[src/rtl/spi_cmd_arbiter_if.sv]
// Requester and SPI-engine signal bundle for spi_cmd_arbiter.
// The slave modport is the arbiter side; master is the requesters plus engine.
interface spi_cmd_arbiter_if;
  logic        req0;
  logic [47:0] cmd0;
  logic [8:0]  sreg0;
  logic        req1;
  logic [47:0] cmd1;
  logic [8:0]  sreg1;
  logic        done0;
  logic        done1;
  logic [7:0]  r1;
  logic        timeout;
  logic        busy;
  logic [47:0] spi_data;
  logic [8:0]  spi_statusreg;
  logic [2:0]  spi_flagreg;
  logic [7:0]  r1_resp;

  modport slave (
    input  req0, cmd0, sreg0, req1, cmd1, sreg1, spi_flagreg, r1_resp,
    output done0, done1, r1, timeout, busy, spi_data, spi_statusreg
  );

  modport master (
    output req0, cmd0, sreg0, req1, cmd1, sreg1, spi_flagreg, r1_resp,
    input  done0, done1, r1, timeout, busy, spi_data, spi_statusreg
  );
endinterface

[src/rtl/spi_cmd_arbiter.sv]
// Two-requester SPI command arbiter with anti-starvation for requester 1.
// Optional WAIT-state abort enabled by defining SPI_ARB_TIMEOUT_EN.
module spi_cmd_arbiter #(
  parameter logic [15:0] TIMEOUT_CYCLES = 16'd50000
) (
  input logic             spi_clk_i,
  input logic             spi_rst_i,
  spi_cmd_arbiter_if.slave bus
);

  typedef enum logic [1:0] {IDLE, ISSUE, WAIT, DONE} state_t;

  state_t      state, state_nxt;
  logic [47:0] cmd_q;
  logic [7:0]  sreg_hi_q;
  logic        owner;
  logic [1:0]  starve_cnt;
  logic [7:0]  r1_q;
  logic        req_any;
  logic        grant1;
  logic        opert_done;
  logic        tmo_hit;
  logic        tmo_q;

  assign req_any    = bus.req0 | bus.req1;
  // Requester 1 wins when alone or after two consecutive req0 grants it sat through.
  assign grant1     = bus.req1 & (~bus.req0 | (starve_cnt == 2'd2));
  assign opert_done = bus.spi_flagreg[1];

  logic unused_bits;
  assign unused_bits = ^{bus.spi_flagreg[2], bus.spi_flagreg[0], bus.sreg0[0], bus.sreg1[0]};

`ifdef SPI_ARB_TIMEOUT_EN
  logic [15:0] tmo_cnt;

  assign tmo_hit = (state == WAIT) & ~opert_done & (tmo_cnt == TIMEOUT_CYCLES - 16'd1);

  always_ff @(posedge spi_clk_i or posedge spi_rst_i) begin
    if (spi_rst_i) begin
      tmo_cnt <= '0;
      tmo_q   <= 1'b0;
    end else begin
      if (state == ISSUE)     tmo_cnt <= '0;
      else if (state == WAIT) tmo_cnt <= tmo_cnt + 16'd1;
      if (state == WAIT)      tmo_q   <= tmo_hit;
    end
  end
`else
  logic [15:0] unused_cfg;
  assign unused_cfg = TIMEOUT_CYCLES;
  assign tmo_hit    = 1'b0;
  assign tmo_q      = 1'b0;
`endif

  always_ff @(posedge spi_clk_i or posedge spi_rst_i) begin
    if (spi_rst_i) state <= IDLE;
    else           state <= state_nxt;
  end

  always_comb begin
    state_nxt = state;
    case (state)
      IDLE:    if (req_any) state_nxt = ISSUE;
      ISSUE:   state_nxt = WAIT;
      WAIT:    if (opert_done | tmo_hit) state_nxt = DONE;
      DONE:    state_nxt = IDLE;
      default: state_nxt = IDLE;
    endcase
  end

  always_ff @(posedge spi_clk_i or posedge spi_rst_i) begin
    if (spi_rst_i) begin
      cmd_q      <= '0;
      sreg_hi_q  <= '0;
      owner      <= 1'b0;
      starve_cnt <= 2'd0;
      r1_q       <= 8'hFF;
    end else begin
      if (state == IDLE && req_any) begin
        cmd_q     <= grant1 ? bus.cmd1 : bus.cmd0;
        sreg_hi_q <= grant1 ? bus.sreg1[8:1] : bus.sreg0[8:1];
        owner     <= grant1;
        if (grant1 | ~bus.req1)       starve_cnt <= 2'd0;
        else if (starve_cnt != 2'd2)  starve_cnt <= starve_cnt + 2'd1;
      end
      // OPERT_DONE has priority over an abort landing on the same cycle.
      if (state == WAIT) begin
        if (opert_done)   r1_q <= bus.r1_resp;
        else if (tmo_hit) r1_q <= 8'hFF;
      end
    end
  end

  always_comb begin
    bus.done0         = 1'b0;
    bus.done1         = 1'b0;
    bus.timeout       = 1'b0;
    bus.busy          = (state != IDLE);
    bus.spi_data      = 48'hFFFF_FFFF_FFFF;
    bus.spi_statusreg = 9'h000;
    case (state)
      ISSUE, WAIT: begin
        bus.spi_data      = cmd_q;
        bus.spi_statusreg = {sreg_hi_q, 1'b1};
      end
      DONE: begin
        bus.spi_data      = cmd_q;
        bus.spi_statusreg = {sreg_hi_q, 1'b0};
        bus.done0         = ~owner;
        bus.done1         = owner;
        bus.timeout       = tmo_q;
      end
      default: ;
    endcase
  end

  assign bus.r1 = r1_q;

endmodule
[src/flat_wrapper.sv]
// flat-port wrapper written by rule: the top's interface ports become plain ports
module spi_cmd_arbiter_flat 
#(
  parameter logic [15:0] TIMEOUT_CYCLES = 16'd50000
)
  (spi_clk_i, spi_rst_i, bus_req0, bus_cmd0, bus_sreg0, bus_req1, bus_cmd1, bus_sreg1, bus_spi_flagreg, bus_r1_resp, bus_done0, bus_done1, bus_r1, bus_timeout, bus_busy, bus_spi_data, bus_spi_statusreg);
  spi_cmd_arbiter_if bus_i ();
  input logic spi_clk_i;
  input logic spi_rst_i;
  input wire logic [$bits(bus_i.req0)-1:0] bus_req0;
  input wire logic [$bits(bus_i.cmd0)-1:0] bus_cmd0;
  input wire logic [$bits(bus_i.sreg0)-1:0] bus_sreg0;
  input wire logic [$bits(bus_i.req1)-1:0] bus_req1;
  input wire logic [$bits(bus_i.cmd1)-1:0] bus_cmd1;
  input wire logic [$bits(bus_i.sreg1)-1:0] bus_sreg1;
  input wire logic [$bits(bus_i.spi_flagreg)-1:0] bus_spi_flagreg;
  input wire logic [$bits(bus_i.r1_resp)-1:0] bus_r1_resp;
  output wire logic [$bits(bus_i.done0)-1:0] bus_done0;
  output wire logic [$bits(bus_i.done1)-1:0] bus_done1;
  output wire logic [$bits(bus_i.r1)-1:0] bus_r1;
  output wire logic [$bits(bus_i.timeout)-1:0] bus_timeout;
  output wire logic [$bits(bus_i.busy)-1:0] bus_busy;
  output wire logic [$bits(bus_i.spi_data)-1:0] bus_spi_data;
  output wire logic [$bits(bus_i.spi_statusreg)-1:0] bus_spi_statusreg;
  assign bus_i.req0 = bus_req0;
  assign bus_i.cmd0 = bus_cmd0;
  assign bus_i.sreg0 = bus_sreg0;
  assign bus_i.req1 = bus_req1;
  assign bus_i.cmd1 = bus_cmd1;
  assign bus_i.sreg1 = bus_sreg1;
  assign bus_i.spi_flagreg = bus_spi_flagreg;
  assign bus_i.r1_resp = bus_r1_resp;
  assign bus_done0 = bus_i.done0;
  assign bus_done1 = bus_i.done1;
  assign bus_r1 = bus_i.r1;
  assign bus_timeout = bus_i.timeout;
  assign bus_busy = bus_i.busy;
  assign bus_spi_data = bus_i.spi_data;
  assign bus_spi_statusreg = bus_i.spi_statusreg;
  spi_cmd_arbiter #(.TIMEOUT_CYCLES(TIMEOUT_CYCLES)) u_core (.spi_clk_i(spi_clk_i), .spi_rst_i(spi_rst_i), .bus(bus_i));
endmodule
[config.mk]
export PLATFORM = sky130hd
export DESIGN_NAME = spi_cmd_arbiter_flat
export DESIGN_NICKNAME = d
export VERILOG_FILES = /design/src/rtl/spi_cmd_arbiter_if.sv /design/src/rtl/spi_cmd_arbiter.sv /design/src/flat_wrapper.sv
export SDC_FILE = /design/constraint.sdc
export NUM_CORES = 1
export LEC_CHECK = 0
export ABC_AREA = 1
export CORE_UTILIZATION = 40
export DETAILED_ROUTE_END_ITERATION = 8
export PLACE_DENSITY = 0.78
export SYNTH_ARGS = -nofsm -noshare
export SYNTH_HDL_FRONTEND = slang
export SYNTH_SLANG_ARGS = --single-unit
[constraint.sdc]
create_clock -name spi_clk_i -period 3.1 [get_ports spi_clk_i]
set_clock_uncertainty 0.15 [all_clocks]
set_input_delay 0.93 -clock spi_clk_i [delete_from_list [all_inputs] [get_ports spi_clk_i]]
set_output_delay 0.93 -clock spi_clk_i [all_outputs]
set_load 0.01 [all_outputs]
======== Yosys cells after proc, flatten, opt, wreduce, memory -nomap -nowiden ========
Cells that the tools add are included.
operators by class
  bitwise operators ....................... 7
  add/sub/neg operators ................... 1
  multiplexer cells ....................... 11
  equal/unequal tests ..................... 7
  reduce and logical (&&, ||, !) cells .... 9
operator list
  operator                                                                  number
  48-bit two-way mux                                                        2
  9-bit case mux with 2 select lines                                        1
  2-bit two-way mux                                                         4
  8-bit two-way mux                                                         1
  2-bit case mux with 4 select lines                                        1
  2-bit == test (second input constant)                                     3
  2-bit AND reduction                                                       3
  2-bit inequality test (second input constant)                             2
  2-bit nonzero test                                                        2
  1-bit NOT                                                                 3
  1-bit OR                                                                  3
  3-bit OR reduction                                                        1
  2-bit by 1-bit adder with 2-bit output (second input constant)            1
  2-bit by 1-bit == test with 1-bit output (second input constant)          1
  2-bit logical NOT                                                         1
  1-bit two-way mux                                                         2
  2-bit by 1-bit inequality test with 1-bit output (second input constant)  1
  2-bit OR reduction                                                        1
  1-bit AND                                                                 1
  1-bit logical AND                                                         1
storage, ports and cells
  register bits ........................... 69
  input port bits ......................... 129
  output and inout bits ................... 69
  logic and storage cells ................. 41

======== Logic depth before layout (Yosys ltp) ========
Gate-level depths: netlist of the first run.
  depth in word-level cells ............... 6
  gate-level depth with buffers ........... 10
  gate-level depth less buffers ........... 8

======== Worst setup path before layout of the first run ========
Ideal clock, no wire load.
  path type ............................... register to output
  from .................................... reg u_core.state[1]
  to ...................................... out bus_spi_data[17]
  setup slack ............................. 0.798 ns
  cell stages (with the launch flop) ...... 6
  arrival time ............................ 1.222 ns
  buffers on the path ..................... 2
  cell sequence ........................... dfrtp_1 -> inv_1 -> ha_1 -> buf_2 -> clkbuf_1 -> or2_2
between the ends
  cells in the longest elaborated chain, start to end .. 3
ends and longest elaborated chain
  what                                                                              line                    RTL
  start, declared                                                                   spi_cmd_arbiter.sv:13   state_t state, state_nxt;
  start signal, assigned                                                            spi_cmd_arbiter.sv:57   else state <= state_nxt;
  2-bit by 1-bit == test with 1-bit output / 2-bit == test (equally long branches)  spi_cmd_arbiter.sv:101  case (state)
  3-bit OR reduction (no line) *                                                    --
  48-bit two-way mux *                                                              spi_cmd_arbiter.sv:101
  end, declared                                                                     flat_wrapper.sv:23      output wire logic [$bits(bus_i.spi_data)-1:0] bus_spi_data;
Every way passes the cells marked *; elsewhere a longest branch is shown, timed or not.

======== Worst setup path after layout of the first run ========
  from .................................... reg u_core.state[0]
  to ...................................... out bus_spi_data[45]
The elaborated chain is that of the path after synthesis.

==> results of run 1 <==
where the power goes:
part | total (µW) | switching [µW] | internal, µW
combinational | 3360 | 1640 | 1720
clock | 650 | 317 | 333
sequential | 1600 | 221 | 1380
worst min path at each step:
stage,cells after the start,to,slack (ns)
finish,2,u_core.bus.r1[3]$_DFFE_PP1P_,0.32
global route,2,u_core.bus.r1[2]$_DFFE_PP1P_,0.33
global placement,2,u_core.bus.r1[5]$_DFFE_PP1P_,0.30
CTS,2,u_core.bus.r1[3]$_DFFE_PP1P_,0.32
detailed placement,2,u_core.bus.r1[3]$_DFFE_PP1P_,0.31
floorplan,2,u_core.cmd_q[17]$_DFFE_PP0P_,0.29
per-stage QoR:
step | utilization, % | TNS (ns)
4_1_cts | 62.20 | 0
3_5_place_dp | 60.43 | 0
5_1_grt | 63.03 | -0.01207
2_1_floorplan | - | 0
3_3_place_gp | 60.43 | 0
6_report | 63.03 | 0
kinds of logic after synthesis:
| kind of cell | after synthesis | synth area share, % |
|---|---|---|
| DFF | 69 | 41.00 |
| and+or+nand+nor | 377 | 39.88 |
| buffers and inverters | 171 | 16.51 |
| other | 1 | 0.08854 |
| adders and majority gates | 5 | 1.477 |
| AOI/OAI and AO/OA | 6 | 1.034 |
Yosys cell counts, drive strengths merged:
cell,instances
a21oi,1
buf,29
clkbuf,12
conb,1
dfrtp,61
dfstp,8
ha,5
inv,130
nand2,196
nand3,121
nand4,1
nor2,11
o21ai,4
o21bai,1
or2,48
area by class of cell:
type                       instances  area (µm²)  area share, %
tap                              136       170.2          2.627
sequential                        69        1737          26.81
clock inverter                     2       10.01         0.1545
timing repair buffer             202        2103          32.47
inverter                         130       488.0          7.533
clock buffer                      14       162.7          2.511
multi-input combinational        389        1807          27.89
critical path: cells and delay by family, from the launching register on:
| kind | cells | cell delay [ns] |
|---|---|---|
| and+or+nand+nor | 1 | 0.29 |
| adders and majority gates | 1 | 0.21 |
| DFF | 1 | 0.37 |
| buffers and inverters | 3 | 0.72 |
state kept, by name, summed over array words and instances, names as in the netlist:
| register | cells |
|---|---|
| u_core.bus.r1 | 8 |
| u_core.cmd_q | 48 |
| u_core.sreg_hi_q | 8 |
| u_core.state | 2 |
| u_core.starve_cnt | 2 |
| u_core.owner | 1 |
per-layer routing:
layer | vias up | share of wire, % | track usage [%]
li1 | 2202 | - | -
met1 | 2008 | 42 | 27.38
met2 | 150 | 50 | 38.74
met3 | 14 | 6.6 | 5.926
met4 | 0 | 1.3 | 5.433
met5 | - | 0 | 0
timing repair:
item	CTS	global route
hold buffers	0	0
setup endpoints to repair	35	51
buffers inserted	1	0
gates cloned	0	0
gates resized for setup	7	34
==> flow_metrics.env, run 1 <==
export IMPL_status="complete, no violations"
export IMPL_synth_area_um2=4235
export IMPL_synth_distinct_cells=20
export IMPL_grt_pass1_vias=4290
export IMPL_grt_usage_pct=22.28
export IMPL_via_per_inst=4.643
export IMPL_vias=4374
export IMPL_crit_arrival_ns=1.93
export IMPL_drc_errors=0
export IMPL_synth_top_area_cell="dfrtp_1"
export IMPL_synth_area_top_cells="dfrtp_1 36%, nand2_1 17%, nand3_1 14%"
export IMPL_overflow=0
export IMPL_syn_nets=763
export IMPL_rr_worst_depth=7
export IMPL_cts_sinks=69
export IMPL_rows=37
export IMPL_cts_buffers=9
export IMPL_tightest_slew_ns=0.9849
export IMPL_critical_path_endpoint_type="primary output"
export IMPL_drt_first_pass_iters=5
export IMPL_timing_final_ws_setup_ns=0.09176
export IMPL_cpPeakStageDelay_ns=0.49
export IMPL_dp_cells=925
export IMPL_fin_crit_sh_pct=97.04
export IMPL_wl_per_cell_um=12.70
export IMPL_crit_type="reg2out"
export IMPL_ys_seq_area_share_pct=41.00
export IMPL_layout_common_cells="194 x nand2_1, 155 x clkdlybuf4s50_1, 127 x inv_1"
export IMPL_drt_iter0_markers=271
export IMPL_tritoncts="yes"
export IMPL_clock_latency_ns=0.33
export IMPL_reg2reg_setup_slack_ns=0.86
export IMPL_cts_clk_slew_worst_paths_ns=0.07
export IMPL_final_common_cell="nand2_1"
export IMPL_core_area_um2=10280
export IMPL_path_max_fanout=26
export IMPL_power_density_nw_per_um2=866.1
export IMPL_placed_area_um2=6211
export IMPL_htree_levels=3
export IMPL_rr_startpoint="u_core.state[0]$_DFFE_PP0P_"
export IMPL_synthToLayoutAreaGrowth_pct=52.94
export IMPL_regToRegEndpoint="u_core.sreg_hi_q[0]$_DFFE_PP0P_"
export IMPL_synth_top_cell_area_share_pct=36.04
export IMPL_die_area_um2=11000
export IMPL_crit_path_cell_trace="inv_2 > ha_2 > buf_8 > or2_2 > clkdlybuf4s50_1"
export IMPL_clockBufferDepth=2
export IMPL_fin_nets=935
export IMPL_drive_gt1_share_pct=10.79
export IMPL_num_fill_cells=936
export IMPL_grt_start_max_net_pins=70
export IMPL_syn_area_per_cell_um2=6.733
export IMPL_fin_area_um2=6477
export IMPL_place_congestion=0.7970
export IMPL_die_width_um=104.9
export IMPL_hpwl_um=8413
export IMPL_worst_hold_slack_ns=0.3151
export IMPL_critPathLaunchType="flip-flop"
export IMPL_drv_slew=0
export IMPL_postSynthCellCount=629
export IMPL_setup_viol=0
export IMPL_grt_pass1_wl_um=19950
export IMPL_antenna_cells=0
export IMPL_min_period_ns=3.008
export IMPL_finalPower_uw=5610
export IMPL_hold_violations=0
export IMPL_cts_root_buf="clkbuf_8"
export IMPL_dp_slack_ns=0.2286
export IMPL_final_cell_count_no_fill=942
export IMPL_hp_class="reg2reg"
export IMPL_port_buffer_count=192
export IMPL_crit_end="bus_spi_data[45]"
export IMPL_crit_start="u_core.state[0]$_DFFE_PP0P_"
export IMPL_ir_worst_vdd_mv=0.4537
export IMPL_fp_dieH_um=104.9
export IMPL_power_leakage_uw=0.003746
export IMPL_hold_start="u_core.bus.r1[3]$_DFFE_PP1P_"
export IMPL_yosys_warnings=0
export IMPL_grt_antenna_before_repair=0
export IMPL_start_util_pct=41.21
export IMPL_ys_ff_latch=69
export IMPL_max_slew_margin_pct=34.25
export IMPL_totalWireLength_um=11970
export IMPL_fmax_mhz=332.4
export IMPL_drv_cap=0
export IMPL_pin_count=198
export IMPL_antenna_left=0
export IMPL_required_ns=2.02
export IMPL_cp_slowest_cell="clkdlybuf4s50_1"
Power figures use the tool's default switching activity.
==> inputs of run 2 (changes only) <==
RECOVER_POWER = 100   (was not set)
==> run 2 against run 1 <==
Effect of this change: the run now ends with max-capacitance violations, max-slew violations left; sequential share of layout area rose by 0.24 points; global-route usage did not move; non-clock buffer count did not move; combinational power fell by 2%; via count rose by 0.53%; utilization fell by 0.55 points; flip-flop and latch count did not move; die area did not move.
==> flow_metrics.env, run 2 (synthesis gave the netlist of run 1 again) <==
export IMPL_status="complete, but fails checks"
export IMPL_violations="max-capacitance violations, max-slew violations"
export IMPL_busiest_layer="met2"
export IMPL_synthToLayoutAreaGrowth_pct=51.61
export IMPL_fin_area_um2=6421
export IMPL_cts_sinks=69
export IMPL_setup_tns_ns=0
export IMPL_ir_worst_vdd_mv=0.4324
export IMPL_drt_iter0_markers=284
export IMPL_timing_final_ws_setup_ns=0.1066
export IMPL_dp_slack_ns=0.2286
export IMPL_power_leakage_uw=0.003704
export IMPL_wl_per_cell_um=12.56
export IMPL_grt_antenna_before_repair=0
export IMPL_fin_nets=935
export IMPL_final_common_cell="nand2_1"
export IMPL_min_path_cells=2
export IMPL_min_period_ns=2.993
export IMPL_grt_pass1_vias=4290
export IMPL_drt_first_pass_iters=4
export IMPL_crit_arrival_ns=1.91
export IMPL_drv_cap=1
export IMPL_die_width_um=104.9
export IMPL_layout_common_cells="194 x nand2_1, 141 x clkdlybuf4s50_1, 127 x inv_1"
export IMPL_globalRouteMet3Util_pct=5.926
export IMPL_hpwl_um=8413
export IMPL_rsz0062_at_grt="no"
export IMPL_top_register="u_core.cmd_q"
export IMPL_reg2reg_setup_slack_ns=0.66
export IMPL_antenna_left=0
export IMPL_die_area_um2=11000
export IMPL_drv_slew=70
export IMPL_setup_viol=0
export IMPL_placed_area_um2=6211
export IMPL_p_clk_share_pct=11.7
export IMPL_cts_root_buf="clkbuf_8"
export IMPL_vias=4397
export IMPL_rr_worst_depth=7
export IMPL_p_int_uw=3357
export IMPL_tritoncts="yes"
export IMPL_tightest_slew_ns=1.650
export IMPL_crit_path_cell_trace="inv_2 > ha_2 > buf_8 > or2_2 > clkdlybuf4s50_1"
export IMPL_use_met2_pct=38.74
export IMPL_drive_gt1_share_pct=10.67
export IMPL_cts_clk_slew_worst_paths_ns=0.07
export IMPL_clock_latency_ns=0.33
export IMPL_fp_dieH_um=104.9
export IMPL_cpPeakStageDelay_ns=0.49
export IMPL_hold_violations=0
export IMPL_via_per_inst=4.668
export IMPL_p_switching_uw=2170
export IMPL_cts_buffers=9
export IMPL_place_congestion=0.7970
export IMPL_grt_start_max_net_pins=70
export IMPL_grt_use_met1_pct=27.38
export IMPL_start_util_pct=41.21
export IMPL_power_density_nw_per_um2=860.6
export IMPL_switching_share_pct=39.26
export IMPL_port_buffer_count=192
export IMPL_core_area_um2=10280
export IMPL_antenna_cells=0
export IMPL_worst_hold_slack_ns=0.3128
export IMPL_clockBufferDepth=2
export IMPL_p_comb_share_pct=59.5
export IMPL_grt_usage_pct=22.28
export IMPL_critical_path_endpoint_type="primary output"
export IMPL_cp_slowest_cell="clkdlybuf4s50_1"
export IMPL_path_max_fanout=26
export IMPL_fmax_mhz=334.1
export IMPL_fin_crit_sh_pct=96.56
export IMPL_seqPwrFrac_pct=28.9
export IMPL_largest_reg_flops=48
export IMPL_max_slew_margin_pct=-9.986
export IMPL_overflow=0
export IMPL_rows=37
export IMPL_multiInputGateArea_um2=1807
export IMPL_required_ns=2.02
export IMPL_final_seq_area_um2=1737
export IMPL_critPathLaunchType="flip-flop"
export IMPL_crit_type="reg2out"
export IMPL_drc_errors=0
export IMPL_pin_count=198
export IMPL_grt_pass1_wl_um=19950
export IMPL_htree_levels=3
export IMPL_hp_class="reg2reg"
export IMPL_totalWireLength_um=11830
export IMPL_num_fill_cells=949
run 2: cell types whose count changed in the layout (fill, tap and decap cells not counted), moves of 2 or more:
cell	before	now
buf_4	6	4
clkbuf_1	3	6
clkbuf_2	0	3
clkdlybuf4s50_1	155	141
dlygate4sd3_1	0	14
dlymetal6s2s_1	31	25
dlymetal6s4s_1	0	2
run 2: layout make-up:
type	instances	area share [%]
Sequential cell	69	27.05
Clock inverter	2	0.1559
Timing Repair Buffer	202	31.88
Multi-Input combinational cell	389	28.14
Clock buffer	14	2.533
Tap cell	136	2.650
Inverter	130	7.599
run 2: per-stage QoR:
stage                     total power, µW  util (%)  cells
final                                5526     62.48    942
after global placement               4963     60.43    925
after floorplan                      3388         -    629
after CTS                            5728     62.20    942
after detailed placement             5060     60.43    925
after global routing                 6001     62.48    942
run 2: layer usage:
| metal | up-vias | share of wire (%) |
|---|---|---|
| li1 | 2203 | - |
| met2 | 163 | 50 |
| met4 | 0 | 1.3 |
| met3 | 18 | 6.7 |
| met5 | - | 0 |
| met1 | 2013 | 42 |
run 2: worst paths after layout:
kind / from / end
max in group asynchronous: spi_rst_i / u_core.cmd_q[46]$_DFFE_PP0P_
worst min-delay path: u_core.bus.r1[3]$_DFFE_PP1P_ / u_core.bus.r1[3]$_DFFE_PP1P_
worst max register to register: u_core.state[0]$_DFFE_PP0P_ / u_core.starve_cnt[0]$_DFFE_PP0P_
min in group asynchronous: spi_rst_i / u_core.cmd_q[15]$_DFFE_PP0P_
worst max-delay path: u_core.state[0]$_DFFE_PP0P_ / bus_spi_data[45]
worst min register to register: u_core.bus.r1[3]$_DFFE_PP1P_ / u_core.bus.r1[3]$_DFFE_PP1P_
run 2: timing repair:
item	in CTS	in global routing
endpoints found under the setup margin	35	51
setup buffers	1	0
gates resized for setup	7	34
hold buffers	0	0
run 2: power by group through the flow:
stage	clock network [µW]	registers (µW)	logic [µW]
after detailed placement	0	1610	3450
after floorplan	0	1570	1820
after global placement	0	1580	3390
after global routing	712	1650	3640
final	645	1590	3290
after CTS	669	1590	3470
run 2: critical path: cells and delay by family (launching register included):
kind	cells	cell delay (ns)
buf+inv	3	0.72
fa+ha+maj	1	0.20
flops	1	0.37
simple gates	1	0.29
==> inputs of run 3 (changes only) <==
CAP_MARGIN = 20   (was not set)
==> results of run 3 <==
No change in the layout: final DEF, timing and power equal those of run 2.
==> RTL edit: new RTL, settings of run 3 <==
The 4 states of `state_t` get a Gray code encoding in 2 bits.
--- a/src/rtl/spi_cmd_arbiter.sv
+++ b/src/rtl/spi_cmd_arbiter.sv
@@ -10,3 +10,3 @@
 
-  typedef enum logic [1:0] {IDLE, ISSUE, WAIT, DONE} state_t;
+  typedef enum logic [1:0] {IDLE = 2'b00, ISSUE = 2'b01, WAIT = 2'b11, DONE = 2'b10} state_t;
 
Behaviour: no difference found for any inputs over 10 cycles, from zero or initial values and one cycle with spi_rst_i high; not proved beyond that.
==> RTL edit against run 3 <==
- sequential cell count unchanged
- global-route usage decreased by 0.86 points
- via count decreased by 2.3%
- total power decreased by 1.1%
- synthesized area decreased by 1.7%
- non-clock buffer count increased by 3
- cell area decreased by 0.62%
- wire length decreased by 4.7%
- cell count decreased by 0.64%
- worst hold slack improved by 0.0098 ns
- setup slack improved by 0.011 ns
- largest cell class unchanged
- largest power group unchanged
==> RTL edit: results (changes against run 3) <==
top post-synthesis cells by count: 186 x nand2_1, 136 x inv_1, 114 x nand3_1, 61 x dfrtp_1, 48 x or2_2
Final min period: 2.982 ns (-0.01140 ns)
vias in the first global route: 4151 (-3.2%)
FF-to-FF End: u_core.owner
RD Place Congestion: 0.8218 (+3.1%)
Worst-Skew Late Latency: 0.31 ns (-0.02 ns)
global-route wire length before repair: 18.97 mm (-4.9%)
WP buf/inv: 2 (-1)
met1 usage in global routing: 24.73% (-2.7 points)
DP HPWL: 8.517 mm (+1.2%)
Crit path largest cell delay: 0.61 ns (+0.12 ns)
WL/cell: 12.05 um (-4.1%)
status: completed
Slowest-stage cell, CP: dlygate4sd3_1
crit-path max FO: 56 (+120%)
DR iter-0 viols: 137 (-52%)
pin count of the biggest net entering global routing: 57 (-19%)
syn_nets: 752 (-1.4%)
Post-CTS Setup Inserts: 0 (-1)
Max IR drop VDD: 0.0003894 V (-9.9%)
M2 GR Usage: 40.05% (+1.3 points)
post_cts resized: 0 (-7)
share of layout cells above drive strength 1: 11.08% (+0.41 points)
cts bufs inserted: 9 (unchanged)
layout net count: 928 (-0.75%)
post-synth cell types: 19 (-5.0%)
Tot GR Track Use: 21.42% (-0.86 points)
met3 Resource Use GR: 3.759% (-2.2 points)
met3 wire length: 493 um (-38%)
setup slack, reg-to-reg: 0.93 ns (+0.27 ns)
fillers: 895 (-5.7%)
Min-Delay Endpoint: u_core.cmd_q[12]
post-DR vias/cell: 4.589 (-1.7%)
Synth Area in Compound Gates: 1.203% (+0.17 points)
Slew Limit Headroom: 42.78% (+53 points)
met1 wire length: 4.713 mm (-5.8%)
adder-cell area share of the yosys netlist: 0.3007% (-1.2 points)
met2 WL: 5.946 mm (+1.2%)
CP Launch Point: u_core.state[1]
total leakage power: 3.484 nW (-5.9%)
hold wc startpoint: u_core.cmd_q[12]
Post-Place Worst Slack: 0.4709 ns (+0.2422 ns)
post-synthesis sequential area ratio: 41.73% (+0.73 points)
-- RTL edit: cell type report --
| type | count | share of cell area [%] |
|---|---|---|
| Timing Repair Buffer | 205 | 31.80 |
| Sequential cell | 69 | 27.22 |
| Multi-Input combinational cell | 376 | 26.90 |
| Inverter | 137 | 8.059 |
| Clock inverter | 4 | 1.137 |
| Clock buffer | 12 | 2.275 |
| Tap cell | 133 | 2.608 |
-- RTL edit: where the power goes --
part	internal, mW	total (mW)	switching [mW]	leakage [nW]
clock network	0.475	0.793	0.318	0.107
logic	1.62	3.07	1.45	2.54
registers	1.38	1.60	0.227	0.834
-- RTL edit: stage by stage --
| stage | area [um2] | hold slack (ns) | instances |
|---|---|---|---|
| final | 6381 | 0.3226 | 936 |
| after global routing | 6381 | 0.3439 | 936 |
| after CTS | 6421 | 0.3272 | 936 |
| after detailed placement | 6203 | 0.3076 | 920 |
| after global placement | 6203 | 0.3040 | 920 |
| after floorplan | 4161 | 0.2917 | 622 |
